<file path="src/rtl/bru_pkg.sv">
// bru_pkg: shared types, counter constants and condition helper for branch_resolve_unit
package bru_pkg;

    typedef enum logic [1:0] {
        BJ_NONE   = 2'b00,
        BJ_JUMP   = 2'b01,
        BJ_BRANCH = 2'b10
    } bj_e;

    typedef enum logic [2:0] {
        BR_NZ = 3'b000,
        BR_EZ = 3'b001,
        BR_LT = 3'b010,
        BR_GT = 3'b011,
        BR_LE = 3'b100,
        BR_GE = 3'b101
    } br_type_e;

    localparam logic [1:0] CNT_RESET = 2'b01;
    localparam logic [1:0] CNT_MAX   = 2'b11;
    localparam logic [1:0] CNT_MIN   = 2'b00;

    // Encodings 11x have no enum member and resolve as never taken.
    function automatic logic cond_true(input logic [2:0] t, input logic z, input logic s, input logic o);
        logic lt;
        lt = s ^ o;
        return t == BR_NZ ? !z :
               t == BR_EZ ? z :
               t == BR_LT ? lt :
               t == BR_GT ? (!lt & !z) :
               t == BR_LE ? (lt | z) :
               t == BR_GE ? !lt : 1'b0;
    endfunction

endpackage

</file>
<file path="src/rtl/bru_pred_table.sv">
// bru_pred_table: 2-bit saturating counter table with one write port and a combinational read port
module bru_pred_table
    import bru_pkg::*;
#(
    parameter int ENTRIES = 16,
    parameter int IDX_W   = $clog2(ENTRIES)
) (
    input  logic             clk,
    input  logic             rst_n,
    input  logic             i_wr_en,
    input  logic [IDX_W-1:0] i_wr_idx,
    input  logic             i_wr_taken,
    input  logic [IDX_W-1:0] i_rd_idx,
    output logic             o_rd_taken
);

    logic [1:0] r_cnt [ENTRIES];
    logic [1:0] w_cur;

    assign w_cur      = r_cnt[i_wr_idx];
    assign o_rd_taken = r_cnt[i_rd_idx][1];

    // Saturating train of the addressed counter; lookup sees the new value only after the edge.
    always_ff @(posedge clk or negedge rst_n) begin
        if (!rst_n) begin
            for (int i = 0; i < ENTRIES; i++) r_cnt[i] <= CNT_RESET;
        end else if (i_wr_en) begin
            r_cnt[i_wr_idx] <= i_wr_taken ? (w_cur == CNT_MAX ? w_cur : w_cur + 2'b01)
                                          : (w_cur == CNT_MIN ? w_cur : w_cur - 2'b01);
        end
    end

endmodule

</file>
<file path="src/rtl/branch_resolve_unit.sv">
// branch_resolve_unit: registered branch/jump resolution with mispredict flag; predictor table under BRU_PREDICTOR_EN
module branch_resolve_unit
    import bru_pkg::*;
#(
    parameter int PC_W         = 36,
    parameter int IMM_W        = 25,
    parameter int PRED_ENTRIES = 16
) (
    input  logic             clk,
    input  logic             rst_n,
    input  logic             flush,
    input  logic             in_valid,
    output logic             in_ready,
    input  logic [PC_W-1:0]  in_pc,
    input  logic [1:0]       in_branch_jump,
    input  logic [2:0]       in_branch_type,
    input  logic             in_branch_register,
    input  logic [IMM_W-1:0] in_immediate,
    input  logic [PC_W-1:0]  in_register,
    input  logic             in_zero,
    input  logic             in_sign,
    input  logic             in_overflow,
    input  logic [PC_W-1:0]  in_pred_pc,
    output logic             out_valid,
    input  logic             out_ready,
    output logic [PC_W-1:0]  out_pc_next,
    output logic             out_taken,
    output logic             out_mispredict,
    input  logic [PC_W-1:0]  lookup_pc,
    output logic             lookup_taken
);

    localparam int IDX_W = $clog2(PRED_ENTRIES);

    logic             r_out_valid;
    logic [PC_W-1:0]  r_pc_next;
    logic             r_taken;
    logic             r_mispredict;
    logic             r_is_branch;
    logic [IDX_W-1:0] r_idx;

    logic             w_accept;
    logic             w_is_branch;
    logic             w_taken;
    logic [PC_W-1:0]  w_imm_ext;
    logic [PC_W-1:0]  w_target;
    logic [PC_W-1:0]  w_pc_next;
    logic             w_unused;

    assign in_ready    = !flush & (!r_out_valid | out_ready);
    assign w_accept    = in_valid & in_ready;
    assign w_is_branch = in_branch_jump == BJ_BRANCH;
    assign w_imm_ext   = {{(PC_W-IMM_W){in_immediate[IMM_W-1]}}, in_immediate};
    assign w_target    = in_pc + w_imm_ext + (in_branch_register ? in_register : '0);
    assign w_taken     = (in_branch_jump == BJ_JUMP) | (w_is_branch & cond_true(in_branch_type, in_zero, in_sign, in_overflow));
    assign w_pc_next   = w_taken ? w_target : in_pc;

    assign out_valid      = r_out_valid;
    assign out_pc_next    = r_pc_next;
    assign out_taken      = r_taken;
    assign out_mispredict = r_mispredict;

    // Output register: flush wins, then a new accept replaces the result, else a handshake empties it.
    always_ff @(posedge clk or negedge rst_n) begin
        if (!rst_n) begin
            r_out_valid  <= 1'b0;
            r_pc_next    <= '0;
            r_taken      <= 1'b0;
            r_mispredict <= 1'b0;
            r_is_branch  <= 1'b0;
            r_idx        <= '0;
        end else if (flush) begin
            r_out_valid <= 1'b0;
        end else if (w_accept) begin
            r_out_valid  <= 1'b1;
            r_pc_next    <= w_pc_next;
            r_taken      <= w_taken;
            r_mispredict <= w_pc_next != in_pred_pc;
            r_is_branch  <= w_is_branch;
            r_idx        <= in_pc[IDX_W-1:0];
        end else if (out_ready) begin
            r_out_valid <= 1'b0;
        end
    end

`ifdef BRU_PREDICTOR_EN
    logic w_upd_en;

    assign w_upd_en = r_out_valid & out_ready & !flush & r_is_branch;
    assign w_unused = ^lookup_pc[PC_W-1:IDX_W];

    bru_pred_table #(.ENTRIES(PRED_ENTRIES)) u_pred (
        .clk        (clk),
        .rst_n      (rst_n),
        .i_wr_en    (w_upd_en),
        .i_wr_idx   (r_idx),
        .i_wr_taken (r_taken),
        .i_rd_idx   (lookup_pc[IDX_W-1:0]),
        .o_rd_taken (lookup_taken)
    );
`else
    assign lookup_taken = 1'b0;
    assign w_unused     = ^{lookup_pc, r_is_branch, r_idx};
`endif

endmodule

</file>
<file path="config.mk">
export PLATFORM = sky130hd
export DESIGN_NAME = branch_resolve_unit
export DESIGN_NICKNAME = d
export VERILOG_FILES = /design/src/rtl/bru_pkg.sv /design/src/rtl/bru_pred_table.sv /design/src/rtl/branch_resolve_unit.sv
export SDC_FILE = /design/constraint.sdc
export NUM_CORES = 1
export LEC_CHECK = 0
export BUFFER_PORTS_ARGS = -buffer_cell sky130_fd_sc_hd__buf_2
export CORE_UTILIZATION = 55
export CTS_CLUSTER_DIAMETER = 50
export DETAILED_ROUTE_END_ITERATION = 7
export PLACE_DENSITY = 0.92
export RECOVER_POWER = 100
export SLEW_MARGIN = 20
export SYNTH_ARGS = -nofsm -noshare
export SYNTH_HDL_FRONTEND = slang
export SYNTH_SLANG_ARGS = --single-unit
</file>
<file path="constraint.sdc">
create_clock -name clk -period 5.1 [get_ports clk]
set_clock_uncertainty 0.2 [all_clocks]
set_input_delay 0.255 -clock clk [delete_from_list [all_inputs] [get_ports clk]]
set_output_delay 0.255 -clock clk [all_outputs]
set_load 0.02 [all_outputs]
</file>
==> results.md <==
- Hold path cells: 4
- CTS Buf Count: 5
- RSZ-0062 raised after global routing: false
- Dominant cells by area after synthesis: dfrtp_1 15%, fa_1 11%, inv_1 7.7%
- Nets: roughly 1300
- Number of synthesized flops with an enable pin: 0
- RR Startpoint: out_valid
- R2R Path End: out_mispredict
- Mapped Avg Cell Area: about 7.4 sq um
- Final Hold Fails: 0
- Seq/Total Area, Yosys: 0.150
- I/O Buffers: ~190
- Peak VDD IR: ~230 uV
- Post-Syn Instances: 885
- Antenna violations before repair: 2
- Layout cells sized above 1: 0.186
- Syn nets: ~1100
- TritonCTS clock tree: done
- Post-synth ARST share: 1.00
- First-pass GRT wire length: roughly 35000 um
- Synth cell count leaders: 133 x inv_1, 116 x nand2_1, 78 x a21oi_1, 60 x nor2_1, 56 x o21ai_0
- GR Overflow Total: 0
- Rows: 39
- Ys Warns: 0
- Slew HR: -0.411
- Failing checks: capacitance limit, slew limit
- PnR worst setup slack: ~0.17 ns
- Synth cell types: 77
- CP Data Required Time: a little over 5 ns
- H-tree depth: 2
- Die X: 111 um
- Vias in the first global route: approximately 7100
- Cell Area, Synth: between 6000 and 7000 sq um
- Largest net degree at the start of global routing: 70
- Top-count cell post-synth: inv_1
- Post-CTS setup buffers: 0
- Clock root cell: clkbuf_16
- PwrDens: 290 nW/um^2
- Post-route antenna net violation count: 0
- Max Fanout on Critical Path: 14
- Worst Setup Path Type: input port to flop
- CTS max path bufs: 2
- Remaining DRCs: 0
- Worst slack at placement: around 0.055 ns
- Min-delay worst type: input port to flop
- R2R Setup Slk: approximately 2.1 ns
- I/O pins: around 220
- Slowest Stage Delay on Critical Path: 0.50 ns
- Vias: 7122
- Area growth from synthesis to layout: 20.4%
- Final setup fails: 0
- Post-Route Setup TNS: 0 ns
- Synth top area share: 0.150
- Starting DRT DRC Count: between 500 and 600
- Worst R2R Path Depth: 10
- Placer Congestion: 0.957
- Status: finished, violations left
- Die Y: approximately 110 um
- Max Cap Viol: 1
- Fin crit period: between 4 and 5 ns
- Area leader, netlist: dfrtp_1
- Core Box Area: 11500 sq um
- Crit path max-delay cell type: fa_1
- Initial core utilization: 0.568
- Crit-path cells: buf_2 -> and2_0 -> fa_1 -> ha_1 -> inv_1 -> fa_1 -> nand2b_1 -> a211oi_1 -> o21ai_1 -> clkbuf_1 -> a21oi_1 -> o31ai_1 -> o211ai_1 -> o221ai_1 -> or4_1 -> nor4_1 -> a21oi_1
- Final Max Slew Viols: 40
- Clk slew on worst S/H paths: roughly 0.060 ns
- Launch point of the worst hold path: out_ready
- CP arrival: just under 5 ns
- Final period util: 0.967
- Final WL: 22200 um
- Dpl hpwl: 18200 um
- Ys flop type: dfrtp_1
- Wire length per cell: 18.2 um
- Leakage: ~4 nW
- Worst Setup Start Kind: input port
- DR vias/cell: roughly 5.8
- Initial DRT Pass Iterations: 5
- Synthesized flop and latch total: 39
- CP top delay family: compound AO/OA/AOI/OAI gates
- Die ar.: ~12000 sq um
- Total track usage: 0.362
- Top achievable clock speed: about 200 MHz
- Crit path from: in_branch_register
- Clock Sinks: 39
- CP endpoint kind: flop
- Worst-Margin Slew: approximately 2.1 ns
- Crit path buffers/inverters: 3
- Clk Latency, worst-skew pair: around 0.28 ns
- Hold endpoint: out_valid
## worst reg2reg max path, delay by kind of cell, from the launching register on
kind | cells | cell delay [ns]
compound gates | 3 | 0.52
simple gates | 6 | 1.45
buf+inv | 1 | 0.30
flops | 1 | 0.37
## where the power goes
part	switching (mW)	internal, mW	total [mW]
Sequential	0.0424	0.377	0.420
Combinational	0.903	0.582	1.48
Clock	0.129	0.243	0.373
Total	1.07	1.20	2.28
## cells in the final DEF, fill, tap and decap left out, drive strengths merged, types with 36 or more instances in the layout
master | synthesis | routed
clkbuf | 32 | 56
dfrtp | 39 | 39
xnor2 | 40 | 40
a21oi | 79 | 79
fa | 36 | 36
nand2 | 116 | 116
o21ai | 66 | 66
buf | 10 | 172
inv | 133 | 133
nor2 | 60 | 60
## layer usage
layer  vias up  wire (um)  track usage
met1      3294       8790        0.440
li1       3379          -            -
met5         -          0            0
met2       390      10800        0.641
met3        59       1640       0.0519
met4         0        933        0.148
## worst max-delay path by stage
stage | cells past startpoint | slack [ns] | endpoint
2_1_floorplan | 17 | 0.63 | out_mispredict
3_3_place_gp | 16 | 0.12 | out_mispredict
3_5_place_dp | 15 | 0.06 | out_mispredict
4_1_cts | 16 | 0.30 | out_mispredict
5_1_grt | 16 | 0.04 | out_mispredict
6_report | 17 | 0.17 | out_mispredict
## stage by stage
| stage | std cells | cell area, sq um | hold WS, ns | utilization | power [mW] |
|---|---|---|---|---|---|
| CTS | 1217 | 7920 | 0.0476 | 0.691 | 2.28 |
| detailed placement | 1207 | 7730 | 0.204 | 0.674 | 1.89 |
| global route | 1218 | 7840 | 0.0663 | 0.684 | 2.43 |
| floorplan | 885 | 6520 | -0.241 | - | 1.40 |
| global placement | 1207 | 7730 | 0.203 | 0.674 | 1.87 |
| finish | 1218 | 7840 | 0.0467 | 0.684 | 2.28 |
## kinds of logic (layout without fill, tap and decap cells)
family,Yosys count,count (layout),share of synthesized area
adder cells (fa/ha/maj),70,70,0.176
multiplexers,9,9,0.0150
AND/OR/NAND/NOR,265,265,0.187
flip-flops,39,39,0.150
AO/OA/AOI/OAI,243,243,0.238
XOR/XNOR,82,82,0.130
other,1,2,0.000575
buffers and inverters,176,365,0.104
## flip-flops by register name, indices dropped and copies added (netlist names)
signal          count
out_mispredict      1
out_pc_next        36
out_taken           1
out_valid           1
## area by class of cell
type / count / area, sq um
multi-input cells: 670 / 4870
fillers: 1046 / 3620
repair buffers: 224 / 1140
flip-flops and latches: 39 / 976
inverters: 133 / 499
well taps: 143 / 179
clock buffers: 6 / 139
clock inverters: 2 / 35.0
diodes: 1 / 2.50
## what timing repair did
action | 4_1_cts | 5_1_grt
resized for setup | 0 | 1
setup endpoints to repair | 0 | 1
endpoints found under the hold margin | 40 | 0
hold buffers | 2 | 0
(Power assumes the default switching activity.)
